**src/rtl/vga_cell_capture.sv**
```systemverilog
// Recovers raster position from TinyVGA syncs and samples the centre pixel
// of each 8x8 cell in the 512x256 board rectangle, once per locked frame.
module vga_cell_capture #(
  parameter int H_TOTAL      = 800,
  parameter int H_SYNC_START = 656,
  parameter int V_TOTAL      = 525,
  parameter int V_SYNC_START = 490
) (
  input  logic        clk,
  input  logic        reset,
  input  logic [7:0]  vga_in,
  output logic        cell_valid,
  output logic [10:0] cell_index,
  output logic        cell_alive,
  output logic        frame_done,
  output logic [11:0] live_count,
  output logic        locked,
  output logic        sync_err
);

  localparam logic [9:0] H_LAST = 10'(H_TOTAL - 1);
  localparam logic [9:0] V_LAST = 10'(V_TOTAL - 1);
  localparam logic [9:0] H_SS   = 10'(H_SYNC_START);
  localparam logic [9:0] V_SS   = 10'(V_SYNC_START);

  typedef enum logic [1:0] {
    HUNT,
    LINE,
    LOCKED
  } state_t;

  state_t      state, state_nx;
  logic [9:0]  hpos, vpos;
  logic [9:0]  cur_h, cur_v;
  logic [9:0]  h_nx, v_nx;
  logic        prev_hs, prev_vs;
  logic        capture;
  logic [11:0] count;

  logic hs, vs, hfall, vfall;
  logic h_bad, v_bad, err;
  logic wrap_h, frame_start;
  logic in_win, sample, last, alive;

  assign hs     = vga_in[7];
  assign vs     = vga_in[3];
  assign hfall  = prev_hs & ~hs;
  assign vfall  = prev_vs & ~vs;
  assign alive  = vga_in[0] & vga_in[1];
  assign locked = (state == LOCKED);

  assign h_bad = (hfall && hpos != H_SS) || (hpos == H_SS && hs);
  assign v_bad = vfall && (vpos != V_SS || hpos != 10'd0);

  always_comb begin
    state_nx = state;
    cur_h    = hpos;
    cur_v    = vpos;
    err      = 1'b0;
    unique case (state)
      HUNT: begin
        if (hfall) begin
          cur_h    = H_SS;
          state_nx = LINE;
        end
      end
      LINE: begin
        if (h_bad) begin
          err      = 1'b1;
          state_nx = HUNT;
        end else if (vfall && hpos == 10'd0) begin
          cur_v    = V_SS;
          state_nx = LOCKED;
        end
      end
      LOCKED: begin
        if (h_bad || v_bad) begin
          err      = 1'b1;
          state_nx = HUNT;
        end
      end
      default: state_nx = HUNT;
    endcase
  end

  always_comb begin
    wrap_h      = (cur_h == H_LAST);
    h_nx        = wrap_h ? 10'd0 : cur_h + 10'd1;
    v_nx        = cur_v;
    if (wrap_h)
      v_nx = (cur_v == V_LAST) ? 10'd0 : cur_v + 10'd1;
    frame_start = wrap_h && (cur_v == V_LAST);
    in_win      = cur_h >= 10'd64  && cur_h < 10'd576 &&
                  cur_v >= 10'd112 && cur_v < 10'd368 &&
                  cur_h[2:0] == 3'd3 && cur_v[2:0] == 3'd3;
    sample      = locked && !err && capture && in_win;
    last        = sample && cur_h == 10'd571 && cur_v == 10'd363;
  end

  always_ff @(posedge clk) begin
    if (reset) begin
      state      <= HUNT;
      hpos       <= '0;
      vpos       <= '0;
      prev_hs    <= 1'b1;
      prev_vs    <= 1'b1;
      capture    <= 1'b0;
      count      <= '0;
      cell_valid <= 1'b0;
      cell_index <= '0;
      cell_alive <= 1'b0;
      frame_done <= 1'b0;
      live_count <= '0;
      sync_err   <= 1'b0;
    end else begin
      state      <= state_nx;
      hpos       <= h_nx;
      vpos       <= v_nx;
      prev_hs    <= hs;
      prev_vs    <= vs;
      sync_err   <= err;
      cell_valid <= sample;
      cell_alive <= sample & alive;
      frame_done <= last;
      if (sample)
        cell_index <= {cur_v[7:3], cur_h[8:3]};
      if (last)
        live_count <= count + {11'd0, alive};
      // The frame in progress at lock time is partial and never captured.
      if (state_nx != LOCKED)
        capture <= 1'b0;
      else if (locked && frame_start)
        capture <= 1'b1;
      if (state_nx != LOCKED || last)
        count <= '0;
      else if (sample)
        count <= count + {11'd0, alive};
    end
  end

endmodule

```
**config.mk**
```make
export PLATFORM = sky130hd
export DESIGN_NAME = vga_cell_capture
export DESIGN_NICKNAME = d
export VERILOG_FILES = /design/src/rtl/vga_cell_capture.sv
export SDC_FILE = /design/constraint.sdc
export NUM_CORES = 1
export LEC_CHECK = 0
export BUFFER_PORTS_ARGS = -buffer_cell sky130_fd_sc_hd__clkbuf_2
export CAP_MARGIN = 10
export CORE_MARGIN = 3
export CORE_UTILIZATION = 40
export CTS_CLUSTER_SIZE = 12
export DETAILED_ROUTE_END_ITERATION = 7
export HOLD_SLACK_MARGIN = 0.05
export PLACE_DENSITY = 0.66
export SLEW_MARGIN = 20
export SYNTH_ARGS = -nofsm -noshare
export SYNTH_HDL_FRONTEND = slang
export SYNTH_SLANG_ARGS = --single-unit
export TNS_END_PERCENT = 100
```
**constraint.sdc**
```tcl
create_clock -name clk -period 3.35 [get_ports clk]
set_input_delay 0.1675 -clock clk [delete_from_list [all_inputs] [get_ports clk]]
set_output_delay 0.1675 -clock clk [all_outputs]
set_load 0.02 [all_outputs]
```
==> summary.txt <==
Pwr
  – Clk pwr share: 42.9%
  – VDD IR max: 0.2160 mV
  – Switching part of the total: 25.75%
  – P per Cell Area: 362.7 nW/um2
  – Psw: 413.4 uW
  – P_leak: 0.001541 uW
  – Reg power frac: 48.5%
  – Pint: 1192 uW
  – Combinational Power Share: 8.6%

Placement
  – Placer Congestion: 0.8409
  – Port Buf Inserts: 33
  – Placed instance count: 528
  – Final HPWL DP: 6036 um

Routing
  – DRC: 0
  – DR iter-0 viols: 161
  – DR pass1 iterations: 5
  – Final WL: 8921 um
  – ANT nets after route: 0
  – Via count: 3,124
  – DR WL/cell: 15.87 um
  – Via density: 5.559

Clock network
  – Clk buf depth: 2
  – Clock sink count: 64
  – Htree depth: 3
  – TritonCTS buffer count: 9
  – CTS clk-pin slew, worst paths: 0.07 ns
  – Root Driver: clkbuf_8
  – CTS tree: done
  – Worst skew pair latency: 0.35 ns

Yosys
  – #FFs+latches synth: 64
  – Synth Cell Area: 3369 um2
  – Syn Area/Cell: 8.640 um2
  – Synth cell types: 48
  – Synth Warn #: 0
  – Register area share after synthesis: 38.02%
  – Ys flop type: dfxtp_1
  – Async S/R FF share, synth: 0%
  – Syn Inst Count: 390
  – EDFF count, synth: 0
  – Syn nets: 412

STA
  – Final Skew: 0.008515 ns
  – Sum Neg Setup Slack: -0.4374 ns
  – Minimum clock period: 3.431 ns
  – Worst-Margin Slew: 0.6615 ns
  – RSZ-0062 raised after global routing: yes
  – Max Fclk: 291.5 MHz
  – Finish-stage setup viols: 8
  – Rel. slew slack: 55.49%
  – Tcrit/Tclk final: 102.4%
  – Final hold viol count: 0
  – Slew Viols, Final: 0
  – Setup WS post-layout: -0.08071 ns

Die
  – FP Rows: 32
  – Core area: 7968 um2
  – Io pins: 38
  – Die area: 9561 um2
  – Die height: 97.78 um
  – Initial Utilization: 42.29%
  – Die W: 97.78 um

Setup path
  – Critical path class: reg2reg
  – Reg2reg end: count[10]
  – CP arrival: 3.70 ns
  – R2R Path Start: hpos[0]
  – R2R cell count: 12
  – Max FO, Critical Path: 5
  – R2R setup slack: -0.08 ns
  – Startpoint Class: flip-flop
  – Setup crit end kind: flip-flop
  – Worst Path Required: 3.62 ns

Global routing
  – First-pass GRT wire length: 13,690 um
  – Largest net degree at the start of global routing: 32
  – Vias in the first global route: 2,827
  – Gr usage total: 17.46%
  – Initial antenna violation count: 0
  – Grt total ovfl: 0

Min path
  – Min-Delay Path Class: in2reg
  – HP Start: vga_in[7]
  – Hold depth: 3
  – Hold endpoint: prev_hs

Cells and area
  – Fin nets: 477
  – Area Growth Syn to Fin: 31.38%
  – Share of layout cells above drive strength 1: 33.26%
  – Multi-input gate area: 2087 um2
  – Antenna diode count: 0
  – Finished Layout Cells: 562
  – Register Area: 1285 um2
  – Filler cells: 702

Status
  – Outcome: finished with violations
  – Violated checks: negative setup slack

Job
  – Max-cap violations: 0
cell families after synthesis:
group,count (synthesis),share of synthesized area [%]
muxes,2,0.5942
DFF,64,38.02
AOI/OAI and AO/OA,96,20.35
xor gates and xnor gates,26,6.758
adders and majority gates,12,4.456
buffers and inverters,43,5.496
and+or+nand+nor,147,24.32
per-layer routing:
metal / global-route usage (%) / vias up / wire, um / share of wire (%)
li1: - / 1572 / - / -
met1: 23.41 / 1469 / 4143 / 46
met2: 28.20 / 78 / 4262 / 48
met3: 4.357 / 5 / 471 / 5.3
met4: 4.579 / 0 / 43 / 0.48
met5: 0 / - / 0 / 0
synth_stat cells (7+ instances only):
cell type	instances	share of area, %
inv_1	15	1.7
or4_1	7	1.6
a31oi_1	10	1.9
xnor2_1	16	4.2
a211oi_1	13	2.9
clkbuf_1	20	2.2
nand3_1	25	3.7
xor2_1	10	2.6
and3_1	7	1.3
a211oi_2	9	3.3
ha_1	12	4.5
or3_1	7	1.3
nand2_1	25	2.8
nor2_1	21	2.3
o21ai_0	19	2.8
nand4_1	13	2.4
nor3_1	9	1.3
a21oi_1	25	3.7
dfxtp_1	64	38
worst max-delay path, cell delays in order (launching register included):
cell,delay (ns)
dfxtp_2,0.32
or4_4,0.55
nor4_4,0.24
nand4_1,0.22
nand2b_1,0.19
ha_2,0.23
ha_4,0.14
nand3_4,0.07
nor4b_4,0.34
nand3_2,0.19
buf_12,0.18
or4_4,0.48
a211oi_2,0.20
layout by cell type (no fill, tap or decap), types with 7 or more instances in the layout:
cell	Yosys	final
a211oi_1	13	8
a211oi_2	9	14
a21oi_1	25	25
a31oi_1	10	10
buf_4	1	34
buf_6	2	7
clkbuf_2	0	33
clkbuf_8	0	10
dfxtp_1	64	61
ha_1	12	10
inv_1	15	15
nand2_1	25	23
nand3_1	25	23
nand4_1	13	13
nor2_1	21	19
nor3_1	9	9
o21ai_0	19	12
or3_1	7	7
or4_4	3	9
xnor2_1	16	16
xor2_1	10	10
area by class of cell:
cell class	instances	share of cell area (%)
inverter	15	1.272
multi-input combinational	283	47.15
sequential	64	29.03
timing repair buffer	82	15.01
tap	102	2.883
clock inverter	6	1.555
clock buffer	10	3.109
flip-flops by register name, indices dropped and copies added, names as in the netlist:
name	count
cell_index	11
count	12
vpos	10
frame_done	1
state	2
prev_hs	1
hpos	10
prev_vs	1
capture	1
live_count	12
cell_valid	1
sync_err	1
cell_alive	1
power groups by stage:
stage | combinational (uW) | sequential, uW | clock, uW
finish | 137 | 779 | 689
global route | 150 | 780 | 734
CTS | 129 | 779 | 694
detailed placement | 128 | 797 | 0
global placement | 126 | 796 | 0
floorplan | 86.7 | 798 | 0
through the flow:
stage          power, uW  util [%]  cell area, um2  setup WS [ns]  hold WS [ns]
2_1_floorplan      884.3         -            3408       -0.03883        0.2641
5_1_grt             1665     55.56            4427        -0.2502        0.1377
6_report            1605     55.56            4427       -0.08071        0.1087
3_5_place_dp       924.2     47.96            3821      0.0005704        0.3860
3_3_place_gp       921.4     47.96            3821        0.06902        0.3812
4_1_cts             1602     50.68            4038       0.006481        0.1053
repair_timing:
action / CTS / global route
resized for setup: 0 / 46
hold buffers: 1 / 0
setup buffers: 0 / 12
hold endpoints to repair: 1 / 0
setup endpoints to repair: 0 / 32
how the worst max path moves through the flow:
| stage | start | end | slack (ns) | cells past startpoint |
|---|---|---|---|---|
| after floorplan | hpos[4] | live_count[0] | -0.04 | 11 |
| after global placement | hpos[4] | count[4] | 0.07 | 12 |
| after detailed placement | hpos[4] | count[10] | 0.0006 | 12 |
| after CTS | hpos[4] | count[8] | 0.006 | 13 |
| after global routing | hpos[0] | count[10] | -0.25 | 12 |
| final | hpos[0] | count[10] | -0.08 | 12 |
Note: power is estimated with default switching activity, not from simulation.
